[src/rtl/line_burst_adapter_if.sv]
// Client and memory-side signal bundle for line_burst_adapter.
// slave = the adapter; master = clients plus memory model.
interface line_burst_adapter_if #(
    parameter int ADDR_W    = 32,
    parameter int BEAT_W    = 64,
    parameter int NUM_BEATS = 4
);
    localparam int LINE_W = BEAT_W * NUM_BEATS;

    logic [1:0][ADDR_W-1:0] c_addr;
    logic [1:0]             c_read;
    logic [1:0]             c_write;
    logic [1:0][LINE_W-1:0] c_wdata;
    logic [1:0][LINE_W-1:0] c_rdata;
    logic [1:0]             c_resp;

    logic [ADDR_W-1:0]      bmem_addr;
    logic                   bmem_read;
    logic                   bmem_write;
    logic [BEAT_W-1:0]      bmem_wdata;
    logic                   bmem_ready;
    logic [ADDR_W-1:0]      bmem_raddr;
    logic [BEAT_W-1:0]      bmem_rdata;
    logic                   bmem_rvalid;
    logic                   err;

    modport slave (
        input  c_addr, c_read, c_write, c_wdata,
        input  bmem_ready, bmem_raddr, bmem_rdata, bmem_rvalid,
        output c_rdata, c_resp,
        output bmem_addr, bmem_read, bmem_write, bmem_wdata, err
    );

    modport master (
        output c_addr, c_read, c_write, c_wdata,
        output bmem_ready, bmem_raddr, bmem_rdata, bmem_rvalid,
        input  c_rdata, c_resp,
        input  bmem_addr, bmem_read, bmem_write, bmem_wdata, err
    );
endinterface

[src/rtl/line_burst_adapter.sv]
// Two-client cacheline adapter: round-robin issue, 4-beat write bursts,
// out-of-order read burst reassembly matched by returned line address.
// Ports: clk, rst (async active-low), bus (line_burst_adapter_if.slave).
module line_burst_adapter #(
    parameter int ADDR_W    = 32,
    parameter int BEAT_W    = 64,
    parameter int NUM_BEATS = 4
) (
    input  logic                 clk,
    input  logic                 rst,
    line_burst_adapter_if.slave  bus
);
    localparam int LINE_W = BEAT_W * NUM_BEATS;
    localparam int OFF_W  = $clog2(LINE_W / 8);
    localparam int CNT_W  = $clog2(NUM_BEATS);

    localparam logic [1:0] S_IDLE    = 2'd0;
    localparam logic [1:0] S_RD_WAIT = 2'd1;
    localparam logic [1:0] S_WR_BUSY = 2'd2;
    localparam logic [1:0] S_RESP    = 2'd3;

    localparam logic [0:0] ISSUE_IDLE = 1'b0;
    localparam logic [0:0] WBURST     = 1'b1;

    localparam logic [CNT_W-1:0] LAST = CNT_W'(NUM_BEATS - 1);

    logic [1:0][1:0]                   slot;
    logic [0:0]                        issue;
    logic                              wport;
    logic [CNT_W-1:0]                  wbeat;
    logic                              rr;
    logic [CNT_W-1:0]                  rcnt;
    logic [1:0]                        rtgt;
    logic [NUM_BEATS-1:0][BEAT_W-1:0]  rbuf;
    logic [NUM_BEATS-1:0][BEAT_W-1:0]  rnext;
    logic [NUM_BEATS-1:0][BEAT_W-1:0]  wline;

    logic [1:0] elig;
    logic [1:0] match;
    logic [1:0] tgt;
    logic       gnt_valid;
    logic       gnt_port;
    logic       gnt_rd;
    logic       take;
    logic       unused_ok;

    // Line offset bits never take part in matching or addressing.
    assign unused_ok = ^{bus.c_addr[0][OFF_W-1:0],
                         bus.c_addr[1][OFF_W-1:0],
                         bus.bmem_raddr[OFF_W-1:0]};

    // Gating with rst keeps every output low while reset is held,
    // even if a client is already requesting.
    always_comb begin
        elig  = '0;
        match = '0;
        for (int i = 0; i < 2; i++) begin
            elig[i]  = rst && (issue == ISSUE_IDLE)
                       && (slot[i] == S_IDLE)
                       && (bus.c_read[i] || bus.c_write[i]);
            match[i] = (slot[i] == S_RD_WAIT)
                       && (bus.c_addr[i][ADDR_W-1:OFF_W]
                           == bus.bmem_raddr[ADDR_W-1:OFF_W]);
        end
    end

    assign gnt_valid = |elig;
    assign gnt_port  = elig[rr] ? rr : ~rr;
    assign gnt_rd    = bus.c_read[gnt_port];
    assign take      = gnt_valid && bus.bmem_ready;
    assign wline     = bus.c_wdata[wport];

    // Target is latched on the first beat; later beats reuse it.
    assign tgt = (rcnt == '0) ? match : rtgt;

    always_comb begin
        rnext        = rbuf;
        rnext[rcnt]  = bus.bmem_rdata;
    end

    always_comb begin
        bus.bmem_addr  = '0;
        bus.bmem_read  = 1'b0;
        bus.bmem_write = 1'b0;
        bus.bmem_wdata = '0;
        if (issue == WBURST) begin
            bus.bmem_addr  = {bus.c_addr[wport][ADDR_W-1:OFF_W],
                              OFF_W'(0)};
            bus.bmem_write = 1'b1;
            bus.bmem_wdata = wline[wbeat];
        end else if (gnt_valid) begin
            bus.bmem_addr  = {bus.c_addr[gnt_port][ADDR_W-1:OFF_W],
                              OFF_W'(0)};
            bus.bmem_read  = gnt_rd;
            bus.bmem_write = !gnt_rd;
            bus.bmem_wdata = bus.c_wdata[gnt_port][BEAT_W-1:0];
        end
    end

    assign bus.c_resp = {slot[1] == S_RESP, slot[0] == S_RESP};

    // Issue, write-burst and return paths touch disjoint slot states,
    // so their slot updates never collide within one cycle.
    always_ff @(posedge clk or negedge rst) begin
        if (!rst) begin
            slot        <= '0;
            issue       <= ISSUE_IDLE;
            wport       <= 1'b0;
            wbeat       <= '0;
            rr          <= 1'b0;
            rcnt        <= '0;
            rtgt        <= '0;
            rbuf        <= '0;
            bus.c_rdata <= '0;
            bus.err     <= 1'b0;
        end else begin
            for (int i = 0; i < 2; i++) begin
                if (slot[i] == S_RESP) slot[i] <= S_IDLE;
            end

            if (take) begin
                rr <= ~gnt_port;
                if (gnt_rd) begin
                    slot[gnt_port] <= S_RD_WAIT;
                end else begin
                    slot[gnt_port] <= S_WR_BUSY;
                    issue          <= WBURST;
                    wport          <= gnt_port;
                    wbeat          <= CNT_W'(1);
                end
            end

            if (issue == WBURST && bus.bmem_ready) begin
                if (wbeat == LAST) begin
                    slot[wport] <= S_RESP;
                    issue       <= ISSUE_IDLE;
                    wbeat       <= '0;
                end else begin
                    wbeat <= wbeat + 1'b1;
                end
            end

            if (bus.bmem_rvalid) begin
                rbuf <= rnext;
                rcnt <= rcnt + 1'b1;
                if (rcnt == '0) begin
                    rtgt <= match;
                    if (match == '0) bus.err <= 1'b1;
                end
                if (rcnt == LAST) begin
                    for (int i = 0; i < 2; i++) begin
                        if (tgt[i]) begin
                            bus.c_rdata[i] <= rnext;
                            slot[i]        <= S_RESP;
                        end
                    end
                end
            end
        end
    end
endmodule

[src/flat_wrapper.sv]
// flat-port wrapper written by rule: the top's interface ports become plain ports
module line_burst_adapter_flat 
#(
    parameter int ADDR_W    = 32,
    parameter int BEAT_W    = 64,
    parameter int NUM_BEATS = 4
)
  (clk, rst, bus_c_addr, bus_c_read, bus_c_write, bus_c_wdata, bus_bmem_ready, bus_bmem_raddr, bus_bmem_rdata, bus_bmem_rvalid, bus_c_rdata, bus_c_resp, bus_bmem_addr, bus_bmem_read, bus_bmem_write, bus_bmem_wdata, bus_err);
  line_burst_adapter_if #(.ADDR_W(ADDR_W), .BEAT_W(BEAT_W), .NUM_BEATS(NUM_BEATS)) bus_i ();
  input  logic clk;
  input  logic rst;
  input wire logic [$bits(bus_i.c_addr)-1:0] bus_c_addr;
  input wire logic [$bits(bus_i.c_read)-1:0] bus_c_read;
  input wire logic [$bits(bus_i.c_write)-1:0] bus_c_write;
  input wire logic [$bits(bus_i.c_wdata)-1:0] bus_c_wdata;
  input wire logic [$bits(bus_i.bmem_ready)-1:0] bus_bmem_ready;
  input wire logic [$bits(bus_i.bmem_raddr)-1:0] bus_bmem_raddr;
  input wire logic [$bits(bus_i.bmem_rdata)-1:0] bus_bmem_rdata;
  input wire logic [$bits(bus_i.bmem_rvalid)-1:0] bus_bmem_rvalid;
  output wire logic [$bits(bus_i.c_rdata)-1:0] bus_c_rdata;
  output wire logic [$bits(bus_i.c_resp)-1:0] bus_c_resp;
  output wire logic [$bits(bus_i.bmem_addr)-1:0] bus_bmem_addr;
  output wire logic [$bits(bus_i.bmem_read)-1:0] bus_bmem_read;
  output wire logic [$bits(bus_i.bmem_write)-1:0] bus_bmem_write;
  output wire logic [$bits(bus_i.bmem_wdata)-1:0] bus_bmem_wdata;
  output wire logic [$bits(bus_i.err)-1:0] bus_err;
  assign bus_i.c_addr = bus_c_addr;
  assign bus_i.c_read = bus_c_read;
  assign bus_i.c_write = bus_c_write;
  assign bus_i.c_wdata = bus_c_wdata;
  assign bus_i.bmem_ready = bus_bmem_ready;
  assign bus_i.bmem_raddr = bus_bmem_raddr;
  assign bus_i.bmem_rdata = bus_bmem_rdata;
  assign bus_i.bmem_rvalid = bus_bmem_rvalid;
  assign bus_c_rdata = bus_i.c_rdata;
  assign bus_c_resp = bus_i.c_resp;
  assign bus_bmem_addr = bus_i.bmem_addr;
  assign bus_bmem_read = bus_i.bmem_read;
  assign bus_bmem_write = bus_i.bmem_write;
  assign bus_bmem_wdata = bus_i.bmem_wdata;
  assign bus_err = bus_i.err;
  line_burst_adapter #(.ADDR_W(ADDR_W), .BEAT_W(BEAT_W), .NUM_BEATS(NUM_BEATS)) u_core (.clk(clk), .rst(rst), .bus(bus_i));
endmodule
[config.mk]
export PLATFORM = sky130hd
export DESIGN_NAME = line_burst_adapter_flat
export DESIGN_NICKNAME = d
export VERILOG_FILES = /design/src/rtl/line_burst_adapter_if.sv /design/src/rtl/line_burst_adapter.sv /design/src/flat_wrapper.sv
export SDC_FILE = /design/constraint.sdc
export NUM_CORES = 2
export LEC_CHECK = 0
export CORE_AREA = 2 2 496 498
export CTS_CLUSTER_DIAMETER = 80
export DETAILED_ROUTE_END_ITERATION = 6
export DIE_AREA = 0 0 498 500
export GPL_TIMING_DRIVEN = 0
export PLACE_DENSITY_LB_ADDON = 0.08
export SLEW_MARGIN = 10
export SYNTH_ARGS = -nofsm -noshare
export SYNTH_HDL_FRONTEND = slang
export SYNTH_SLANG_ARGS = --single-unit
[constraint.sdc]
create_clock -name clk -period 2.79 [get_ports clk]
set_input_delay 0.279 -clock clk [delete_from_list [all_inputs] [get_ports clk]]
set_output_delay 0.279 -clock clk [all_outputs]
set_load 0.005 [all_outputs]
### Word-level counts from Yosys, hierarchy flattened

Cells that the tools add are included.
Widths: inputs -> output; s select.

* output and inout bits: 613
* bits of input ports: 680
* logic and storage cells: 120
* register bits: 782

* muxes and demuxes: 49
* reductions and logical operators: 26
* add/subtract/negate cells: 2
* $lt $le $gt $ge: 8
* eq/ne operators: 9
* bitwise operators: 11

Operators by type and width (count)
* $mux 256: 2
* $mux 64: 6
* $bwmux 256: 1
* $mux 32: 6
* $bmux 64 s2: 1
* $demux 64 s2: 1
* $eq 27x27->1: 2
* $mux 4: 6
* $mux 2: 11
* $mux 1: 13
* $logic_and 1x1->1: 12
* $reduce_and 3->1: 3
* $eq 2x2->1 const B: 4
* $logic_not 2->1: 4
* $lt 1x2->1 const B: 3
* $lt 2x3->1 const B: 2
* $add 2x1->2 const B: 2
* $and 2x2->2: 2
* $demux 2 s1: 2
* $eq 2x1->1 const B: 2
* $not 1->1: 4
* $not 2->2: 2
* $or 2x2->2: 2
* $or 4x4->4: 1
* other kinds (8): 11

### Logic depth before layout (Yosys ltp)

* word-level depth: 21
* depth in mapped cells: 9
* gate-level depth less buffers: 6

### Least setup slack after synthesis

OpenSTA, ideal clock, no wires.

* path type: reg2reg
* start point: register u_core.rcnt[0]
* end point: register u_core.bus.c_rdata[192]
* data required time: 2.665 ns
* clock period less this slack: 2.547 ns
* cell stages (with the launch flop): 10
* path buffers: 3
* arrival: 2.423 ns
* path slack: 0.243 ns
* library setup time: 0.125 ns
* cell sequence: dfrtp_1 > inv_1 > ha_1 > clkbuf_1 > nand3_1 > or4_1 > o32ai_2 > buf_2 > buf_4 > mux2_2

* cells in the longest elaborated chain, start to end: 5
* elaborated cells between the ends (all ways): 10
* those cells by class: order compare: 2; eq/ne: 1; mux: 4; reduce/logical: 3

RTL lines
* start: declaration: line line_burst_adapter.sv:32 `logic [CNT_W-1:0] rcnt;`
* start signal: assignment: line line_burst_adapter.sv:145 `rcnt <= rcnt + 1'b1;`
* $lt 2x3->1 (not written as such) / $ge 2x1->1 (equally long branches): line line_burst_adapter.sv:78 `rnext[rcnt] = bus.bmem_rdata;`
* $logic_and 1x1->1 (not written as such): line line_burst_adapter.sv:78
* $mux 64 (not written as such): line line_burst_adapter.sv:78
* $demux 64 s2
* $bwmux 256: line line_burst_adapter.sv:78
* end signal: indexed assignment: line line_burst_adapter.sv:153 `bus.c_rdata[i] <= rnext;`
* end: declaration: line line_burst_adapter_if.sv:30 `output c_rdata, c_resp,`

Parallel ways exist; a longest one is shown, timed or not.
A chain may end at the register's enable or synchronous reset.

### Final worst setup path

* start point: register u_core.issue
* end point: output bus_bmem_wdata[60]

* cells in the longest elaborated chain, start to end: 11
* elaborated cells between the ends (all ways): 14
* those cells by class: mux: 7; bitwise: 1; reduce/logical: 6

RTL lines
* start: declaration: line line_burst_adapter.sv:28 `logic [0:0] issue;`
* start signal: assignment: line line_burst_adapter.sv:107 `issue <= ISSUE_IDLE;`
* start signal: assignment: line line_burst_adapter.sv:127 `issue <= WBURST;`
* start signal: assignment: line line_burst_adapter.sv:136 `issue <= ISSUE_IDLE;`
* $not 1->1: line line_burst_adapter.sv:58 `elig[i] = rst && (issue == ISSUE_IDLE)`
* $logic_and 1x1->1: line line_burst_adapter.sv:58
* $logic_and 1x1->1: line line_burst_adapter.sv:59 `&& (slot[i] == S_IDLE)`
* $logic_and 1x1->1: line line_burst_adapter.sv:60 `&& (bus.c_read[i] || bus.c_write[i]);`
* $mux 1 (not written as such) (2 in series): line line_burst_adapter.sv:68 `assign gnt_port = elig[rr] ? rr : ~rr;`
* $mux 1: line line_burst_adapter.sv:68
* $mux 64 (not written as such) (2 in series): line line_burst_adapter.sv:96 `bus.bmem_wdata = bus.c_wdata[gnt_port][BEAT_W-1:0];`
* $mux 64: line line_burst_adapter.sv:91 `end else if (gnt_valid) begin`
* $mux 64 (*): line line_burst_adapter.sv:86 `if (issue == WBURST) begin`
* end: declaration: line flat_wrapper.sv:25 `output wire logic [$bits(bus_i.bmem_wdata)-1:0] bus_bmem_wdata;`

Mark *: on every way between the ends. The rest lies on a longest branch, timed or not. The select of a mux whose other input is x is not followed.

==> run_results.csv <==
group,metric,value,unit
placed_design,dpl_cell_area,52530,um^2
cts,cts_root_buffer,"clkbuf_16",
drt,drc,0,
sta,slew_violations,0,
logic_synthesis,synth_cell_types,45,
critical_path,rrSetupSlack,-0.14,ns
cts,htree_levels,3,
sta,worstMarginPinSlew,1.022,ns
drt,viasPerCell,4.166,
grt,gr-usage-met1,28.75,%
final_layout,drive_gt1_share,42.58,%
outcome,violations,"negative setup slack",
floorplanning,initial_utilization,14.54,%
sta,hold_viol,0,
drt,num_vias,30400,
cts,cts_buffers,97,
critical_path,crit_path_max_fanout,7,
floorplanning,die_h,500,um
floorplanning,rows,182,
grt,use_met2,44.69,%
sta,period_minus_slack,3.159,ns
logic_synthesis,syn_area,35540,um^2
logic_synthesis,ys_seq_area_share,50.56,%
placed_design,gp_congestion,1.046,
logic_synthesis,avgSynthCellArea,15.07,um^2
final_layout,fin_util,24.96,%
logic_synthesis,synth_cells,2358,
drt,firstDrtPassIters,5,
grt,grt_max_degree,92,
grt,top_usage_layer,"met2",
critical_path,cp.arrival,2.88,ns
critical_path,worstSetupPathType,"reg2out",
floorplanning,core_area,244300,um^2
cts,worstSkewPairLatency,0.75,ns
logic_synthesis,postSynth.asyncResetShare,100.0,%
critical_path,worstSetupStartpointType,"flop",
sta,rsz0062_at_grt,"yes",
floorplanning,die_area,249000,um^2
power_and_ir_drop,cellPowerDensity,815.4,nW/um^2
drt,routed_wl,332.3,mm
placed_design,portBuffers,1270,
logic_synthesis,synth_ff_type,"dfrtp_1",
placed_design,pre_cts_slack,-3.193,ns
sta,fin_tns_setup,-40.86,ns
grt,antenna_found_initial,262,
sta,slew_headroom,31.89,%
sta,fmax,316.5,MHz
critical_path,setup.worst_path.end_class,"primary output",
floorplanning,fp.dieW,498,um
drt,drtIter0Drc,1666,
grt,grt_overflow,0,
power_and_ir_drop,vdd_ir_drop_max,0.4861,mV
outcome,status,"finished with violations",
logic_synthesis,yosysTopAreaCell,"dfrtp_1",
logic_synthesis,synth_edf_count,0,
grt,globalRouteMet3Util,7.503,%
worst_hold_path,holdPathEnd,"u_core.wbeat[0]$_DFFE_PN0P_",
grt,grt_first_pass_wirelength,406.9,mm
worst_hold_path,min_path_type,"in2reg",
drt,detail-route-antenna-nets,0,
worst_hold_path,worstHoldStart,"bus_bmem_ready",
cts,cts.sink_count,718,
sta,fin_crit_sh,113.2,%
drt,wl_per_cell,45.54,um
final_layout,nets,4612,
critical_path,cp_data_required_time,2.51,ns
logic_synthesis,synth-warning-count,0,
cts,cts_tree,"done",
worst_hold_path,hold-path-cell-count,3,
final_layout,final_area,60980,um^2
critical_path,r2r-start,"u_core.rcnt[0]$_DFFE_PN0P_",
flow_run,drv_cap,0,
grt,grt_pass1_vias,31660,
sta,setup_viol,363,
grt,grt.total_usage,25.52,%
logic_synthesis,synth_top_area_share,50.56,%
final_layout,area_growth,71.58,%
cts,clock_path_buffers,3,
critical_path,r2r_cells,10,
logic_synthesis,synth_top_cells_by_area,"dfrtp_1, mux2_2, mux4_2",
sta,setup_slack,-0.3692,ns
sta,clock_skew,0.09364,ns
logic_synthesis,synth-seq-cells,718,
placed_design,hpwlAfterDp,275.0,mm
critical_path,rr_endpoint,"u_core.bus.c_rdata[120]$_DFFE_PN0P_",
cts,clk_pin_slew,0.05,ns
floorplanning,io_pins,1293,
power_and_ir_drop,total_leakage_power,0.02573,uW
-- critical path, cell delays in order (launching register included) --
cell and delay (ns):
dfrtp_2 0.46, nor4b_4 0.35, nand3b_1 0.19, nand2_4 0.16, buf_12 0.19, buf_12 0.15
mux2i_4 0.07, o22ai_4 0.40, buf_2 0.21
-- power breakdown --
group | switching (uW) | total, uW | leakage (uW) | internal, uW
Clock | 5360 | 12600 | 0.00154 | 7200
Combinational | 12500 | 24400 | 0.0146 | 11800
Sequential | 821 | 12800 | 0.00959 | 11900
-- through the flow --
step	instances	hold WS [ns]	total power, uW
after floorplan	2362	-0.01659	23160
after global placement	6852	0.4838	34240
after detailed placement	6860	0.2259	33750
after CTS	7146	0.03364	49930
after global routing	7269	0.05468	51910
final	7298	0.1001	49720
-- kinds of logic after synthesis --
logic type,after synthesis,synth area share (%)
flops,718,50.56
xor+xnor,55,1.355
other cells,1,0.01055
simple gates,75,1.274
mux,1207,41.66
buf+inv,185,2.852
compound gates,112,2.116
fa+ha+maj,5,0.1760
-- layer usage --
metal  share of wire (%)  wire, um  up-vias
met5                0.10       347        -
met4                 5.1     16790       46
met3                 6.8     22470      579
met2                  49    163300     1479
met1                  39    129400    16130
li1                    -         -    12170
-- cells in the final DEF (no fill, tap or decap), types with 24 or more instances in the layout --
cell type / n
clkbuf_2: 41
o22ai_1: 65
clkbuf_16: 138
mux2i_1: 156
clkbuf_8: 35
mux4_2: 128
mux2_4: 195
buf_6: 57
xnor2_1: 46
buf_4: 108
clkbuf_1: 38
o22ai_2: 24
clkdlybuf4s50_1: 1176
buf_12: 81
buf_16: 28
diode_2: 76
dfrtp_1: 712
nand4_1: 24
buf_2: 49
mux2_2: 702
-- worst max path at each step --
stage	startpoint	end	slack (ns)	cells past startpoint
finish	u_core.issue$_DFF_PN0_	bus_bmem_wdata[60]	-0.37	8
global route	u_core.issue$_DFF_PN0_	bus_bmem_wdata[38]	-0.43	10
CTS	u_core.slot[3]$_DFF_PN0_	bus_bmem_wdata[60]	-0.43	8
detailed placement	rst	bus_bmem_wdata[60]	-3.19	9
global placement	rst	u_core.bus.c_rdata[310]$_DFFE_PN0P_	-36.80	1
floorplan	u_core.rcnt[0]$_DFFE_PN0P_	u_core.bus.c_rdata[192]$_DFFE_PN0P_	0.24	9
-- synthesized netlist by cell type, drive strengths merged (4+ instances only) --
library cell / instances
mux2i: 182
nand2: 13
mux2: 897
inv: 10
clkbuf: 86
o21ai: 4
buf: 89
nand4: 24
ha: 5
or4: 7
nor4b: 4
nand3: 4
dfrtp: 718
xor2: 9
or2: 4
o22ai: 91
mux4: 128
xnor2: 46
-- layout make-up --
| class | instances | area (um^2) |
|---|---|---|
| Clock buffer | 149 | 2833 |
| Fill cell | 25550 | 183400 |
| Timing Repair Buffer | 1475 | 15540 |
| Tap cell | 3220 | 4029 |
| Clock inverter | 25 | 322.8 |
| Multi-Input combinational cell | 1459 | 17780 |
| Sequential cell | 718 | 17970 |
| Buffer | 166 | 2273 |
| Antenna cell | 76 | 190.2 |
| Inverter | 10 | 37.54 |
-- state kept, by name (all words and copies together), names as in the netlist, 2 cells and up --
signal	cells
u_core.rbuf	192
u_core.rtgt	2
u_core.rcnt	2
u_core.slot	4
u_core.wbeat	2
u_core.bus.c_rdata	512
-- timing repair --
item                                   4_1_cts  5_1_grt
cloned                                      13       31
endpoints found under the hold margin      365        0
gates resized for setup                    836      374
hold buffers                                16        0
buffers inserted                            91       57
pin swaps                                   34       38
setup endpoints to repair                  787      624
No activity file was read; power rests on OpenSTA's default activity.
